==> config.mk <==
export PLATFORM = sky130hd
export DESIGN_NAME = mem_requester
export DESIGN_NICKNAME = d
export VERILOG_FILES = /design/src/rtl/mem_requester.sv
export SDC_FILE = /design/constraint.sdc
export NUM_CORES = 1
export LEC_CHECK = 0
export CAP_MARGIN = 20
export CORE_MARGIN = 10
export CORE_UTILIZATION = 25
export CTS_BUF_LIST = sky130_fd_sc_hd__clkbuf_16
export DETAILED_ROUTE_END_ITERATION = 8
export PLACE_DENSITY = 0.59
export REMOVE_ABC_BUFFERS = 1
export SYNTH_ARGS = -nofsm -noshare
export SYNTH_HDL_FRONTEND = slang
export SYNTH_SLANG_ARGS = --single-unit
==> constraint.sdc <==
create_clock -name clk -period 3.41 [get_ports clk]
set_input_delay 0.5115 -clock clk [delete_from_list [all_inputs] [get_ports clk]]
set_output_delay 0.5115 -clock clk [all_outputs]
set_load 0.03 [all_outputs]
==> src/rtl/mem_requester.sv <==
// mem_requester: turns a single CPU load/store request into a word-addressed
// memory access. Loads wait for the adapter's busy->idle handshake (with a
// timeout), stores issue one byte-enabled write cycle. Misaligned requests
// finish immediately with err and never touch the memory.
module mem_requester #(
  parameter int TIMEOUT = 15
) (
  input  logic        clk,
  input  logic        rst,
  input  logic        req,
  input  logic        wr,
  input  logic [1:0]  size,
  input  logic        sext,
  input  logic [8:0]  addr,
  input  logic [31:0] wdata,
  output logic [31:0] rdata,
  output logic        done,
  output logic        err,
  output logic        stall,
  output logic        mem_re,
  output logic [3:0]  mem_we,
  output logic [6:0]  mem_addr,
  output logic [31:0] mem_din,
  input  logic [31:0] mem_dout,
  input  logic        mem_dready
);

  localparam int CW = (TIMEOUT < 2) ? 1 : $clog2(TIMEOUT + 1);

  typedef enum logic [1:0] {IDLE, RD_WAIT, WR, DONE} state_t;

  state_t      state, next_state;
  logic [8:0]  a_addr;
  logic [1:0]  a_size;
  logic        a_sext;
  logic [31:0] a_wdata;
  logic        seen_busy;
  logic [CW-1:0] cnt;
  logic        err_flag;

  logic        misalign;
  logic        rd_ok;
  logic        rd_timeout;
  logic [7:0]  byte_sel;
  logic [15:0] half_sel;
  logic [31:0] load_value;
  logic [3:0]  store_be;
  logic [31:0] store_data;

  // Misalignment is judged on the live request inputs, i.e. at acceptance.
  assign misalign = (size == 2'b01) ? addr[0] : ((size[1] == 1'b1) && (addr[1:0] != 2'b00));

  // A load completes once the adapter was seen busy and has gone idle again;
  // completion wins over a timeout landing on the same cycle.
  assign rd_ok      = (state == RD_WAIT) && !mem_dready && seen_busy;
  assign rd_timeout = (state == RD_WAIT) && !rd_ok && (cnt == CW'(TIMEOUT - 1));

  assign byte_sel = mem_dout[{a_addr[1:0], 3'b000} +: 8];
  assign half_sel = mem_dout[{a_addr[1], 4'b0000} +: 16];

  // Little-endian lane extraction plus zero/sign extension of the load result.
  always_comb begin
    load_value = mem_dout;
    case (a_size)
      2'b00:   load_value = a_sext ? {{24{byte_sel[7]}}, byte_sel} : {24'b0, byte_sel};
      2'b01:   load_value = a_sext ? {{16{half_sel[15]}}, half_sel} : {16'b0, half_sel};
      default: load_value = mem_dout;
    endcase
  end

  // Store byte enables and lane-replicated store data.
  always_comb begin
    store_be   = 4'b1111;
    store_data = a_wdata;
    case (a_size)
      2'b00: begin
        store_be   = 4'b0001 << a_addr[1:0];
        store_data = {4{a_wdata[7:0]}};
      end
      2'b01: begin
        store_be   = 4'b0011 << a_addr[1:0];
        store_data = {2{a_wdata[15:0]}};
      end
      default: begin
        store_be   = 4'b1111;
        store_data = a_wdata;
      end
    endcase
  end

  // State register.
  always_ff @(posedge clk or posedge rst) begin
    if (rst) state <= IDLE;
    else     state <= next_state;
  end

  // Next-state logic.
  always_comb begin
    next_state = state;
    case (state)
      IDLE: begin
        if (req) begin
          if (misalign) next_state = DONE;
          else if (wr)  next_state = WR;
          else          next_state = RD_WAIT;
        end
      end
      RD_WAIT: if (rd_ok || rd_timeout) next_state = DONE;
      WR:      next_state = DONE;
      DONE:    next_state = IDLE;
      default: next_state = IDLE;
    endcase
  end

  // Moore outputs; all fall to zero as soon as reset forces IDLE.
  always_comb begin
    mem_re   = (state == RD_WAIT);
    mem_we   = (state == WR) ? store_be : 4'b0000;
    done     = (state == DONE);
    err      = (state == DONE) && err_flag;
    stall    = (state != IDLE);
    mem_addr = a_addr[8:2];
    mem_din  = store_data;
  end

  // Request latch, read-wait bookkeeping and the load result register.
  always_ff @(posedge clk or posedge rst) begin
    if (rst) begin
      a_addr    <= '0;
      a_size    <= '0;
      a_sext    <= 1'b0;
      a_wdata   <= '0;
      seen_busy <= 1'b0;
      cnt       <= '0;
      err_flag  <= 1'b0;
      rdata     <= '0;
    end else begin
      if (state == IDLE && req) begin
        a_addr    <= addr;
        a_size    <= size;
        a_sext    <= sext;
        a_wdata   <= wdata;
        seen_busy <= 1'b0;
        cnt       <= '0;
        err_flag  <= misalign;
      end
      if (state == RD_WAIT) begin
        cnt <= cnt + CW'(1);
        if (mem_dready) seen_busy <= 1'b1;
        if (rd_ok)      rdata     <= load_value;
        if (rd_timeout) err_flag  <= 1'b1;
      end
    end
  end

endmodule

# Word level (Yosys, flattened, before mapping)
# Index checks and enable logic that the tools add are counted.
[word_totals]
register_bits = 84
[op_classes]
n_addsub = 1
n_reduce_logical = 17
n_shift = 4
mux = 20
eq_ne = 8
[ops]
columns = ["cell", "count"]
rows = [
  ["32-bit case mux with 2 select lines", 2],
  ["32-bit two-way mux", 2],
  ["32-bit by 6-bit indexed part select with 16-bit output", 1],
  ["32-bit by 6-bit indexed part select with 8-bit output", 1],
  ["4-bit two-way mux", 3],
  ["2-bit two-way mux", 4],
  ["2-bit case mux with 4 select lines", 1],
  ["4-bit case mux with 2 select lines", 1],
  ["1-bit logical AND", 7],
  ["1-bit two-way mux", 7],
  ["2-bit by 1-bit equality test with 1-bit output, second input constant", 3],
  ["2-bit nonzero test", 3],
  ["4-bit by 1-bit adder with 4-bit output, second input constant", 1],
  ["2-bit equality test, second input constant", 2],
  ["4-bit equality test, second input constant", 1],
  ["2-bit logical NOT", 2],
  ["2-bit AND reduction", 2],
  ["1-bit by 2-bit left shift with 4-bit output, first input constant", 1],
  ["2-bit by 2-bit left shift with 4-bit output, first input constant", 1],
  ["1-bit logical NOT", 2],
  ["2-bit by 1-bit != test with 1-bit output, second input constant", 1],
  ["2-bit != test, second input constant", 1],
  ["1-bit logical OR", 1],
]

# Longest topological paths before layout
[depth]
ltp_word = 9
depth_mapped = 8

# Worst setup path after synthesis
# Ideal clock, no wire load.
[synth_path]
path_type = "register to output"
startpoint = "reg a_size[0]"
endpoint = "out mem_din[25]"
required_time_ps = 2898
arrival_time_ps = 1639
stages_incl_launch_ff = 5
path_slack_ps = 1260
path_buffers = 2
path_cell_list = "dfrtp_1 buf_2 buf_2 mux2i_1 o21ai_0"
[synth_between]
elab_chain_cells = 2
elab_cells_between_ends = 3
classes_between = "1 x eq/ne; 1 x mux; 1 x reduce/logical"
[synth_rtl]
columns = ["element", "line_no", "rtl"]
rows = [
  ["from (decl)", "34", "logic [1:0] a_size;"],
  ["from (signal assigned)", "140", "a_size <= size;"],
  ["2-bit by 1-bit equality test with 1-bit output or 2-bit logical NOT (tied branches)", "75", "case (a_size)"],
  ["32-bit case mux with 2 select lines *", "75", ""],
  ["to (decl)", "23", "output logic [31:0] mem_din,"],
]
# Every way passes the cells marked *; elsewhere a longest branch is shown, timed or not.

# Final worst setup path
[layout_path]
startpoint = "reg a_size[0]"
endpoint = "out mem_din[14]"
# Same word-level chain as after synthesis.

==> impl_metrics.tcl <==
set metrics [dict create \
    ctsLongestPathBuffers 2 \
    worst_slew_pin_slew_ns 0.7309 \
    whs_endpoint "rdata[29]$_DFFE_PP0P_" \
    worstPathRequired_ns 2.90 \
    crit_family "buffers and inverters" \
    startpoint_type "flip-flop" \
    skew_ns 0.01045 \
    tns_ns 0 \
    synth_most_common_cell "dfrtp_1" \
    first_pass_iters 4 \
    cts_root_buf "clkbuf_16" \
    io_pins 160 \
    worstPathMaxFanout 15 \
    syn_area_per_cell_um2 10.97 \
    fill_cells 1735 \
    arrival_ns 2.46 \
    clk_pin_slew_ns 0.06 \
    final-setup-viol-count 0 \
    powerDensity_nw_per_um2 1119 \
    crit_slowest_cell "clkdlybuf4s50_1" \
    cts_buffers 9 \
    cts_hold_buf 0 \
    post_cts_buffers 0 \
    fp.coreArea_um2 17420 \
    reg2reg_to "rdata[5]$_DFFE_PP0P_" \
    netlist.area_leader.share 0.4695 \
    hold_start "rdata[29]$_DFFE_PP0P_" \
    path_class "reg2out" \
    synth_top_family_by_area "multiplexers" \
    clock_latency_ns 0.35 \
    start_util 0.2570 \
    drv_cap 0 \
    numPortBuffers 159 \
    crit_buf_inv 1 \
    fin_crit_ns 2.968 \
    place.gp.congestion 0.8007 \
    utilization 0.3710 \
    synth_edf_count 0 \
    synthAdderAreaFrac 0.01956 \
    dieArea_um2 23660 \
    fp.dieW_um 153.8 \
    dr_total_vias 3732 \
    crit_chain "nor2_2 -> mux2_2 -> clkdlybuf4s50_1" \
    clock_sinks 84 \
    grt_util_all_layers 0.1229 \
    globalRoute.busiestLayer "met2" \
    antennaDiodeCount 0 \
    grt_max_degree 85 \
    slew_violations 0 \
    min_path_type "reg2reg" \
    yosys-top-cells-count "84 x dfrtp_1, 62 x mux2_2, 36 x nand3_1" \
    peakVddDrop_mv 0.6416 \
    htreeDepth 3 \
    yosysWarnings 0 \
    rows 48 \
    synthArstFlopShare 1.000 \
    synth_cell_types 33 \
    rsz0062_at_grt "no" \
    drive_gt1_frac 0.1832 \
    max_freq_mhz 337.0 \
    netlist_top_cells_area "dfrtp_1 47%, mux2_2 16%, nand3_1 4.0%" \
    antenna_found_initial 0 \
    min_period_over_period 0.8703 \
    wl_um 14690 \
    leakage_nw 2.672 \
    muxShareOfSynthArea 0.2135 \
    die_h_um 153.8 \
    ctsResizeCount 0 \
    synth-compound-area-share 0.1291 \
    drt_iter0_markers 132 \
    wl_per_cell_um 19.05 \
    nets 631 \
    grt_first_pass_wirelength_um 23270 \
    rrSetupSlack_ns 1.31 \
    grt_pass1_vias 4006 \
    ys_seq_elements 84 \
    use_met1 0.1534 \
    place_hpwl_um 10560 \
    yosys.area_share.simple 0.1034 \
    critPathMaxStageDelay_ns 0.61 \
    synthCells 408 \
    netlist_area_um2 4477 \
    yosysTopAreaCell "dfrtp_1" \
    met3_usage 0.05411 \
    hold_viol 0 \
    timing.rr.start "a_size[1]$_DFFE_PP0P_" \
    via_per_inst 4.840 \
    reg2reg_depth 6 \
    holdPathStages 2 \
    yosysSeqAreaShare 0.4695 \
    postRouteAntennaNets 0 \
    route.detailed.drc 0 \
    area_growth_pct 44.35 \
    synth-xor-area-share 0 \
    status "complete, no violations" \
    max_slew_margin 0.5127 \
    grt_overflow 0 \
    cts_tree "yes" \
    use_met2 0.1831 \
    crit_path_end_kind "output port" \
    synth-main-ff-cell "dfrtp_1" \
]
[flip-flops by register name (all words and copies together), names as in the netlist]
register and cells:
a_size 2, err_flag 1, a_addr 9, a_wdata 32, a_sext 1, seen_busy 1
state 2, rdata 32, cnt 4
[final cells by class]
class | instances | area [µm²] | share of cell area
flip-flops and latches | 84 | 2105 | 0.3257
well taps | 225 | 281.5 | 0.04356
inverters | 9 | 35.03 | 0.005421
clock buffers | 9 | 225.2 | 0.03485
repair buffers | 169 | 1679 | 0.2598
multi-input cells | 270 | 2090 | 0.3233
clock inverters | 5 | 47.55 | 0.007357
[metrics by stage]
stage	setup slack [ns]	hold slack (ns)	cell area, µm²	total power [mW]	instances
global placement	0.7698	0.4717	6190	6.272	757
detailed placement	0.7355	0.4869	6190	6.359	757
global route	0.3079	0.5126	6462	7.719	771
CTS	0.3573	0.4973	6462	7.349	771
floorplan	0.6426	0.4512	4220	4.501	363
finish	0.4422	0.4944	6462	7.230	771
[placed cells by master, fill, tap and decap left out, types with 8 or more instances in the layout]
cell type | synthesis | routed
a21oi_1 | 17 | 17
a22o_1 | 16 | 16
a22oi_1 | 8 | 8
buf_4 | 15 | 9
clkbuf_16 | 0 | 9
clkdlybuf4s50_1 | 0 | 159
dfrtp_1 | 84 | 82
inv_1 | 9 | 10
mux2_2 | 62 | 62
mux2i_1 | 10 | 10
nand2_1 | 35 | 34
nand3_1 | 36 | 36
nor2_1 | 25 | 24
o21ai_0 | 17 | 17
[power breakdown]
| group | total [mW] | switching [mW] | internal [mW] |
|---|---|---|---|
| registers | 1.91 | 0.404 | 1.51 |
| clock network | 0.941 | 0.389 | 0.551 |
| logic | 4.38 | 2.45 | 1.93 |
| total | 7.23 | 3.24 | 3.99 |
[worst reg2reg max path, cell delays in order, from the launching register on]
cell,delay (ns)
dfrtp_2,0.36
buf_4,0.58
nor2b_1,0.23
buf_4,0.24
a22o_1,0.21
a221oi_1,0.24
a21oi_1,0.11
[cell families after synthesis]
family	after synthesis
simple gates	105
fa+ha+maj	7
mux	79
buf+inv	54
compound gates	79
flops	84
[metal layers]
layer | vias to the layer above | share of wire
met3 | 19 | 0.099
met2 | 163 | 0.45
met4 | 0 | 0.016
li1 | 1720 | -
met5 | - | 0
met1 | 1830 | 0.44
[worst max-delay path by stage]
stage,start,endpoint,cells past startpoint
after CTS,a_size[0]$_DFFE_PP0P_,mem_din[14],3
after floorplan,state[1]$_DFFE_PP0P_,err_flag$_DFF_PP0_,6
final,a_size[0]$_DFFE_PP0P_,mem_din[14],3
after global routing,a_size[0]$_DFFE_PP0P_,mem_din[12],3
after detailed placement,a_size[0]$_DFFE_PP0P_,mem_din[14],3
after global placement,a_size[0]$_DFFE_PP0P_,mem_din[15],3
Note: power is estimated with default switching activity, not from simulation.
